## src/rtl/axi_ad9152_tx_sequencer.sv

```systemverilog
// AD9152 transmit start-up/run-time sequencer: waits for a settled JESD link, optionally aligns to
// an external sync, opens the DMA path, and mutes on underflow or link loss.
module axi_ad9152_tx_sequencer #(
  parameter int SETTLE_CYCLES    = 256,
  parameter int MUTE_HOLD_CYCLES = 16,
  parameter int UNF_CNT_WIDTH    = 16
) (
  input  logic                     dac_clk,
  input  logic                     dac_rst,
  input  logic                     dac_start,
  input  logic                     dac_sync_mode,
  input  logic                     dac_ext_sync,
  input  logic                     tx_ready,
  input  logic                     dac_dunf,
  input  logic                     dac_unf_clr,
  input  logic                     dac_link_drop_clr,
  output logic                     dac_data_en,
  output logic                     dac_mute,
  output logic                     dac_link_ok,
  output logic [2:0]               dac_seq_state,
  output logic [UNF_CNT_WIDTH-1:0] dac_unf_count,
  output logic                     dac_link_drop
);

  localparam int MAX_CYC = (SETTLE_CYCLES > MUTE_HOLD_CYCLES) ? SETTLE_CYCLES : MUTE_HOLD_CYCLES;
  localparam int CNT_W   = $clog2(MAX_CYC + 1);

  localparam logic [CNT_W-1:0]         SETTLE_LAST = CNT_W'(SETTLE_CYCLES - 1);
  localparam logic [CNT_W-1:0]         MUTE_LAST   = CNT_W'(MUTE_HOLD_CYCLES - 1);
  localparam logic [CNT_W-1:0]         CNT_ONE     = CNT_W'(1);
  localparam logic [UNF_CNT_WIDTH-1:0] UNF_MAX     = '1;
  localparam logic [UNF_CNT_WIDTH-1:0] UNF_ONE     = UNF_CNT_WIDTH'(1);

  typedef enum logic [2:0] {
    IDLE      = 3'd0,
    WAIT_LINK = 3'd1,
    SETTLE    = 3'd2,
    ARM       = 3'd3,
    RUN       = 3'd4,
    MUTE      = 3'd5
  } state_t;

  state_t           state;
  state_t           state_nxt;
  logic [CNT_W-1:0] cnt;
  logic [CNT_W-1:0] cnt_nxt;
  logic             link_up_state;
  logic             unf_event;
  logic             drop_event;

  assign link_up_state = (state == ARM) || (state == RUN) || (state == MUTE);
  assign unf_event     = dac_dunf && ((state == RUN) || (state == MUTE));
  assign drop_event    = dac_start && !tx_ready && link_up_state;

  always_ff @(posedge dac_clk) begin
    if (dac_rst) begin
      state <= IDLE;
      cnt   <= '0;
    end else begin
      state <= state_nxt;
      cnt   <= cnt_nxt;
    end
  end

  // Global exits (start low, link low) take priority over every per-state rule.
  always_comb begin
    state_nxt = state;
    cnt_nxt   = cnt;
    if (!dac_start) begin
      state_nxt = IDLE;
      cnt_nxt   = '0;
    end else if (!tx_ready) begin
      state_nxt = WAIT_LINK;
      cnt_nxt   = '0;
    end else begin
      case (state)
        IDLE: begin
          state_nxt = WAIT_LINK;
          cnt_nxt   = '0;
        end
        WAIT_LINK: begin
          state_nxt = SETTLE;
          cnt_nxt   = '0;
        end
        SETTLE: begin
          if (cnt == SETTLE_LAST) begin
            state_nxt = ARM;
            cnt_nxt   = '0;
          end else begin
            cnt_nxt = cnt + CNT_ONE;
          end
        end
        ARM: begin
          if (!dac_sync_mode || dac_ext_sync) begin
            state_nxt = RUN;
          end
        end
        RUN: begin
          if (dac_dunf) begin
            state_nxt = MUTE;
            cnt_nxt   = '0;
          end
        end
        MUTE: begin
          // A fresh underflow restarts the full hold window.
          if (dac_dunf) begin
            cnt_nxt = '0;
          end else if (cnt == MUTE_LAST) begin
            state_nxt = RUN;
            cnt_nxt   = '0;
          end else begin
            cnt_nxt = cnt + CNT_ONE;
          end
        end
        default: begin
          state_nxt = IDLE;
          cnt_nxt   = '0;
        end
      endcase
    end
  end

  // Clear and a coincident event yield one, so no underflow goes unreported.
  always_ff @(posedge dac_clk) begin
    if (dac_rst) begin
      dac_unf_count <= '0;
    end else if (dac_unf_clr) begin
      dac_unf_count <= unf_event ? UNF_ONE : '0;
    end else if (unf_event && (dac_unf_count != UNF_MAX)) begin
      dac_unf_count <= dac_unf_count + UNF_ONE;
    end
  end

  always_ff @(posedge dac_clk) begin
    if (dac_rst) begin
      dac_link_drop <= 1'b0;
    end else if (drop_event) begin
      dac_link_drop <= 1'b1;
    end else if (dac_link_drop_clr) begin
      dac_link_drop <= 1'b0;
    end
  end

  assign dac_seq_state = state;
  assign dac_data_en   = (state == RUN) || (state == MUTE);
  assign dac_mute      = (state != RUN);
  assign dac_link_ok   = link_up_state;

endmodule

```

## config.mk

```make
export PLATFORM = sky130hd
export DESIGN_NAME = axi_ad9152_tx_sequencer
export DESIGN_NICKNAME = d
export VERILOG_FILES = /design/src/rtl/axi_ad9152_tx_sequencer.sv
export SDC_FILE = /design/constraint.sdc
export NUM_CORES = 1
export LEC_CHECK = 0
export ABC_AREA = 1
export CAP_MARGIN = 10
export CORE_MARGIN = 2
export CORE_UTILIZATION = 30
export DETAILED_ROUTE_END_ITERATION = 10
export PLACE_DENSITY_LB_ADDON = 0.3
export SLEW_MARGIN = 40
export SYNTH_ARGS = -nofsm -noshare
export SYNTH_HDL_FRONTEND = slang
export SYNTH_SLANG_ARGS = --single-unit
```

## constraint.sdc

```tcl
create_clock -name dac_clk -period 3 [get_ports dac_clk]
set_clock_uncertainty 0.15 [all_clocks]
set_input_delay 0.3 -clock dac_clk [delete_from_list [all_inputs] [get_ports dac_clk]]
set_output_delay 0.3 -clock dac_clk [all_outputs]
set_load 0.02 [all_outputs]
```

Word-level counts from Yosys, hierarchy flattened
Cells that the tools add are included.
- register bits after elaboration: 29
- input bits: 9
- logic and storage cells: 64
- add/sub/neg operators: 2
- equal/unequal tests: 19
- multiplexer cells: 17
- bitwise operators: 3
- reduce and logical (&&, ||, !) cells: 18
- operator list (kind ; number):
    9-bit 2-to-1 mux ; 4
    9-bit one-hot mux with 4 select lines ; 1
    16-bit 2-to-1 mux ; 2
    3-bit one-hot mux with 6 select lines ; 1
    16-bit by 1-bit adder with 16-bit output, second input constant ; 1
    16-bit != test, second input constant ; 1
    3-bit 2-to-1 mux ; 5
    3-bit != test, second input constant ; 4
    5-bit AND reduction ; 2
    9-bit by 1-bit adder with 9-bit output, second input constant ; 1
    9-bit by 4-bit equality test with 1-bit output, second input constant ; 1
    9-bit by 8-bit equality test with 1-bit output, second input constant ; 1
    3-bit by 2-bit equality test with 1-bit output, second input constant ; 2
    3-bit equality test, second input constant ; 2
    2-bit != test, second input constant ; 3
    3-bit by 2-bit != test with 1-bit output, second input constant ; 2
    1-bit logical AND ; 4
    1-bit logical OR ; 4
    1-bit 2-to-1 mux ; 4
    2-bit by 1-bit != test with 1-bit output, second input constant ; 2
    2-bit nonzero test ; 2
    3-bit by 1-bit equality test with 1-bit output, second input constant ; 1
    3-bit zero test ; 1
    1-bit NOT ; 3
    4 further kinds ; 5

Logic depth before layout (Yosys ltp)
Gate-level depths: netlist of run 1.
- depth after elaboration: 6
- gate-level depth with buffers: 13

Least setup slack after synthesis of run 1
No wires, ideal clock.
- kind: flip-flop to flip-flop
- start point: register cnt[0]
- end point: register state[0], in the netlist dac_seq_state[0]
- library setup time: 0.109 ns
- arrival time: 1.654 ns
- data required time: 2.741 ns
- slack: 1.087 ns
- stages on the path, launching flop included: 14
- period minus slack after synthesis: 1.913 ns
- cell sequence: dfxtp_1 -> ha_1 -> nand3_1 -> nor4_1 -> ha_1 -> inv_1 -> nand3_1 -> nand2_1 -> nor2_1 -> nand2_1 -> nand2_1 -> nand3_1 -> nand2_1 -> inv_1
- word-level cells in the longest chain between the ends: 3
- elaborated cells on any way between the ends: 5
- classes of those cells: eq/ne (4); reduce/logical (1)
- ends and longest elaborated chain (what ; line ; source):
    from (decl) ; 45 ; logic [CNT_W-1:0] cnt;
    from (signal assigned) ; 61 ; cnt <= cnt_nxt;
    9-bit by 8-bit equality test with 1-bit output / 9-bit by 4-bit equality test with 1-bit output (equally long branches) ; 86, 108 ;
    3-bit != test (no line) / 3-bit by 2-bit != test with 1-bit output (equally long branches) ; -- ;
    5-bit AND reduction (no line) (*) ; -- ;
    to (signal assigned) ; 60 ; state <= state_nxt;
    to (decl) ; 43 ; state_t state;
Every way passes the cells marked *; elsewhere a longest branch is shown, timed or not.
A chain may end at the register's enable or synchronous reset.

Worst setup path in the final report of run 1
- start point: register state[0], in the netlist dac_seq_state[0]
- end point: output port dac_link_ok
- word-level cells in the longest chain between the ends: 3
- elaborated cells on any way between the ends: 5
- classes of those cells: eq/ne (3); reduce/logical (2)
- ends and longest elaborated chain (what ; line ; source):
    3-bit by 2-bit equality test with 1-bit output / 3-bit equality test (equally long branches) ; 51 ; assign link_up_state = (state == ARM) || (state == RUN) || (state == MUTE);
    1-bit logical OR ; 51 ;
    1-bit logical OR (*) ; 51 ;
    to (decl) ; 19 ; output logic dac_link_ok,
Marks and branches as above.

==> flow_summary.json, run 1 <==
{
  "portBuffers": 31,
  "n_fill_cell": 628,
  "finalCriticalPeriod_ps": 2377,
  "first_pass_iters": 6,
  "vias": 1832,
  "slew_headroom_pct": 72.49,
  "place_congestion": 0.9346,
  "drcViolationCount": 0,
  "die_w_um": 81.12,
  "start_kind": "flip-flop",
  "critPathArrivalTime_ps": 1930,
  "max_cap_violations": 0,
  "fmax_mhz": 420.8,
  "synth_flop_cell": "dfxtp_1",
  "io_pins": 32,
  "coreArea_um2": 5851,
  "ant_nets": 0,
  "grt-ovfl-total": 0,
  "r2r_end": "dac_seq_state[0]$_SDFFE_PP0P_",
  "synth_common_cells": "nand2_1, inv_1, nor2_1, dfxtp_1, nand3_1",
  "ff_latch_area_um2": 580.6,
  "yosys-top-cells-area": "dfxtp_1, nand2_1, inv_1, nor2_1, nand3_1",
  "vias_per_cell": 4.650,
  "first_iter_violations": 72,
  "grt_setup_unrepaired": "no",
  "syn-instance-count": 283,
  "setup_viol": 0,
  "synthDominantCellAreaShare_pct": 32.54,
  "die-area_um2": 6580,
  "cts_max_level": 2,
  "period_share_pct": 79.22,
  "die_y_um": 81.12,
  "rrSetupSlack_ps": 770,
  "track_usage_pct": 13.39,
  "drive_gt1_share_pct": 6.583,
  "holdPathStages": 2,
  "ys_ff_latch": 29,
  "routedWlPerCell_um": 10.43,
  "setup.worst_path.class": "reg -> out",
  "p_leak_nw": 0.9348,
  "final_util_pct": 38.96,
  "grt_pass1_vias": 1647,
  "hold_viol": 0,
  "root_buffer": "clkbuf_8",
  "yosysSeqAreaShare_pct": 32.54,
  "hold_start": "dac_link_drop$_SDFFE_PP0P_",
  "clock_sinks": 29,
  "num_rows": 28,
  "multi_input_area_um2": 998.5,
  "hold_path_class": "reg -> reg",
  "timing.rr.start": "cnt[0]$_SDFFE_PP0P_",
  "grt_pass1_wl_mm": 6.934,
  "ctsResizeCount": 0,
  "cp_max_fo": 10,
  "grt_max_degree": 19,
  "cts_buffer_depth": 2,
  "final_nets": 331,
  "ys_async_sr_fraction_pct": 0,
  "synth_largest_area_cell": "dfxtp_1",
  "n_antenna_cell": 0,
  "required_ps": 2550,
  "wl_mm": 4.109,
  "cts_setup_buffers": 0,
  "tightest_slew_ps": 408.9,
  "synth.net_count": 296,
  "initial_core_util_pct": 30.50,
  "fin_area_um2": 2280,
  "dpl_cell_area_um2": 2163,
  "p_per_area_nw_per_um2": 379.2,
  "final_max_slew_viol_count": 0,
  "yosysMostFrequentCell": "nand2_1",
  "cts_tree": "done",
  "setup.worst_path.end_class": "output port",
  "rr_worst_depth": 13,
  "ys_warn_count": 0,
  "hold_path_end": "dac_link_drop$_SDFFE_PP0P_",
  "area_delta_synth_final_pct": 27.77,
  "synth_area_um2": 1784,
  "syn_area_per_cell_um2": 6.305,
  "status": "complete, no violations",
  "synth-edff-count": 0,
  "ir_drop_mv": 0.1830,
  "path_clk_slew_ps": 60,
  "tns_ps": 0,
  "cts-buffers-inserted": 5,
  "antenna_found_initial": 0,
  "insertion_delay_ps": 280,
  "hpwl_mm": 3.112,
  "synth_cell_type_count": 26,
  "hold_buffers": 0
}
cells in the final DEF, fill, tap and decap left out:
master / instances
nand2_4: 1
nand3_2: 2
nand3b_1: 2
nand2_1: 71
a21o_1: 1
or2_2: 1
xnor2_1: 1
clkbuf_8: 6
buf_4: 1
a22oi_1: 1
nor2_4: 2
nor4_1: 1
nor3_1: 2
a21oi_1: 15
nor2_8: 1
dfxtp_1: 29
bufinv_16: 1
ha_1: 4
clkdlybuf4s50_1: 31
a31o_2: 1
xor2_1: 1
nand3_1: 27
clkbuf_1: 1
inv_1: 46
nor2_1: 43
nor2_2: 1
nand2_2: 4
o21ai_0: 9
nand4_1: 13
through the flow:
step	hold WS, ps	cells	setup WS (ps)	power (mW)
floorplan	219.1	283	1087	0.4251
global placement	306.7	386	896.8	0.4470
detailed placement	317.4	386	824.8	0.4474
CTS	326.7	394	613.3	0.8758
global route	331.4	394	545.6	0.8906
finish	317.3	394	623.3	0.8645
cell type report:
cell class | count | share of cell area (%)
inverters | 46 | 7.574
repair buffers | 32 | 13.94
flip-flops and latches | 29 | 25.47
clock buffers | 7 | 3.787
clock inverters | 1 | 1.317
multi-input cells | 204 | 43.80
well taps | 75 | 4.116
cells by family (layout without fill, tap and decap cells):
logic type	count (synthesis)	after routing	synth area share, %
AO/OA/AOI/OAI	27	27	8.065
XOR/XNOR	2	2	0.9819
adder cells (fa/ha/maj)	4	4	2.805
buffers and inverters	50	86	11.50
flip-flops	29	29	32.54
AND/OR/NAND/NOR	171	171	44.11
worst max path at each step:
stage / start / to / cells past startpoint / slack (ps)
after global routing: dac_seq_state[0]$_SDFFE_PP0P_ / dac_link_ok / 3 / 550
final: dac_seq_state[0]$_SDFFE_PP0P_ / dac_link_ok / 3 / 620
after floorplan: cnt[0]$_SDFFE_PP0P_ / dac_seq_state[0]$_SDFFE_PP0P_ / 13 / 1090
after global placement: cnt[1]$_SDFFE_PP0P_ / dac_seq_state[0]$_SDFFE_PP0P_ / 13 / 900
after CTS: dac_seq_state[0]$_SDFFE_PP0P_ / dac_link_ok / 3 / 610
after detailed placement: cnt[1]$_SDFFE_PP0P_ / dac_seq_state[0]$_SDFFE_PP0P_ / 13 / 820
per-layer routing:
metal / GRT usage, % / vias to the layer above / share of wire, %
met4: 4.746 / 0 / 1.2
met1: 17.49 / 812 / 50
met5: 0 / - / 0
li1: - / 969 / -
met3: 3.889 / 4 / 5.6
met2: 20.99 / 47 / 44
where the power goes:
group / switching, mW / internal, mW / leakage [nW]
combinational: 0.0251 / 0.0218 / 0.642
sequential: 0.00482 / 0.387 / 0.234
clock: 0.155 / 0.271 / 0.0585
sequential cells by signal, summed over array words and instances, names as in the netlist:
register       count
dac_unf_count     16
cnt                9
dac_seq_state      3
dac_link_drop      1
worst max-delay path, stage by stage (launching register included):
cell             delay (ps)
dfxtp_1                 570
nand3b_1                250
nand3_1                 200
clkdlybuf4s50_1         630
Power figures use the tool's default switching activity.
==> run 2, diff against run 1 <==
- clock period: 3 -> 2.3 ns (I/O delays scaled with it)
==> run 2 against run 1 <==
Effect of this change: wire length up 0.24%; final cell count unchanged; first-iteration DRC count up 96%; critical path depth unchanged; clock power about the same.
==> flow_summary.json, run 2 (synthesized netlist as in run 1, its figures left out) <==
{
  "layout_common_cells": "nand2_1, inv_1, nor2_1",
  "ff_latch_area_um2": 584.3,
  "antenna_found_initial": 0,
  "cp_max_fo": 10,
  "clock_sinks": 29,
  "die_y_um": 81.12,
  "cts_tree": "done",
  "grt_max_degree": 19,
  "period_share_pct": 92.30,
  "sequentialPowerShare_pct": 51.4,
  "cts_buffer_depth": 2,
  "io_pins": 32,
  "final_nets": 332,
  "first_pass_iters": 4,
  "setup.worst_path.class": "reg -> out",
  "first_iter_violations": 141,
  "fin_ws_ps": 177.1,
  "largest_reg_flops": 16,
  "setup.worst_path.end_class": "output port",
  "ant_nets": 0,
  "die-area_um2": 6580,
  "n_fill_cell": 617,
  "place_congestion": 0.8387,
  "root_buffer": "clkbuf_8",
  "fmax_mhz": 471.1,
  "critPathArrivalTime_ps": 1740,
  "vias": 1832,
  "cts-buffers-inserted": 5,
  "grt_setup_unrepaired": "no",
  "insertion_delay_ps": 280,
  "tns_ps": 0,
  "final_max_slew_viol_count": 0,
  "finalCriticalPeriod_ps": 2123,
  "final_util_pct": 38.75,
  "required_ps": 1920,
  "hpwl_mm": 3.135,
  "vias_per_cell": 4.650,
  "place_inst": 387,
  "p_per_area_nw_per_um2": 439.5,
  "routedWlPerCell_um": 10.45,
  "track_usage_pct": 14.24,
  "post-place-ws_ps": 182.4,
  "grt_pass1_vias": 1665,
  "num_rows": 28,
  "portBuffers": 31,
  "stdcell_count": 394,
  "p_sw_uw": 224.6,
  "drive_gt1_share_pct": 7.837,
  "p_int_uw": 771.8,
  "grt_pass1_wl_mm": 7.300,
  "p_leak_nw": 0.9268,
  "tightest_slew_ps": 271.7,
  "p_clk_share_pct": 42.4,
  "setup_viol": 0,
  "area_delta_synth_final_pct": 27.07,
  "path_clk_slew_ps": 50,
  "max_cap_violations": 0,
  "hold_path_class": "reg -> reg",
  "n_antenna_cell": 0,
  "wl_mm": 4.119,
  "power_frac_comb_pct": 6.2,
  "multi_input_area_um2": 1005,
  "switching_share_pct": 22.54,
  "coreArea_um2": 5851,
  "top_register": "dac_unf_count",
  "holdWs_ps": 311.5,
  "status": "complete, no violations",
  "grt-ovfl-total": 0,
  "cts_max_level": 2,
  "hold_viol": 0,
  "layout_commonest_cell": "nand2_1",
  "die_w_um": 81.12,
  "ir_drop_mv": 0.2313,
  "slew_headroom_pct": 81.75,
  "initial_core_util_pct": 30.50,
  "drcViolationCount": 0,
  "start_kind": "flip-flop"
}
-- run 2: final cells by class --
type / instances / share of cell area [%]
well taps: 75 / 4.139
multi-input cells: 204 / 44.32
clock buffers: 7 / 3.808
repair buffers: 33 / 14.35
flip-flops and latches: 29 / 25.77
inverters: 46 / 7.616
-- run 2: worst paths after layout --
check,endpoint,cells past startpoint,startpoint,slack [ps]
max,dac_link_ok,3,dac_seq_state[0]$_SDFFE_PP0P_,180
min,dac_link_drop$_SDFFE_PP0P_,2,dac_link_drop$_SDFFE_PP0P_,310
max reg2reg,dac_seq_state[0]$_SDFFE_PP0P_,13,cnt[0]$_SDFFE_PP0P_,260
min reg2reg,dac_link_drop$_SDFFE_PP0P_,2,dac_link_drop$_SDFFE_PP0P_,310
-- run 2: layer usage --
| metal | routed length [µm] | vias to the layer above | track usage (%) |
|---|---|---|---|
| li1 | - | 970 | - |
| met1 | 2026 | 820 | 18.94 |
| met2 | 1812 | 38 | 21.90 |
| met3 | 254 | 4 | 5.111 |
| met4 | 25 | 0 | 3.559 |
| met5 | 0 | - | 0 |
-- run 2: through the flow --
stage                     cell area (µm²)  power (mW)
after floorplan                      1784      0.5545
after global placement               2171      0.5848
after detailed placement             2171      0.5847
after CTS                            2258       1.013
after global routing                 2267       1.052
final                                2267      0.9964
-- run 2: repair_timing --
item                                    CTS  global route
pin swaps                                 0             0
buffers inserted                          0             0
endpoints found under the setup margin    1             3
gates resized for setup                   1             3
hold buffers                              0             0
-- run 2: power by group through the flow --
stage          Combinational [mW]  Clock (mW)  Sequential, mW
2_1_floorplan              0.0324           0           0.522
3_3_place_gp               0.0623           0           0.522
3_5_place_dp               0.0623           0           0.522
4_1_cts                    0.0626       0.439           0.511
5_1_grt                    0.0710       0.469           0.512
6_report                   0.0620       0.423           0.512
-- run 2: worst max-delay path: stages, from the launching register on --
cell	delay, ps
dfxtp_2	440
nand3b_1	210
nand3_1	180
clkdlybuf4s50_1	630
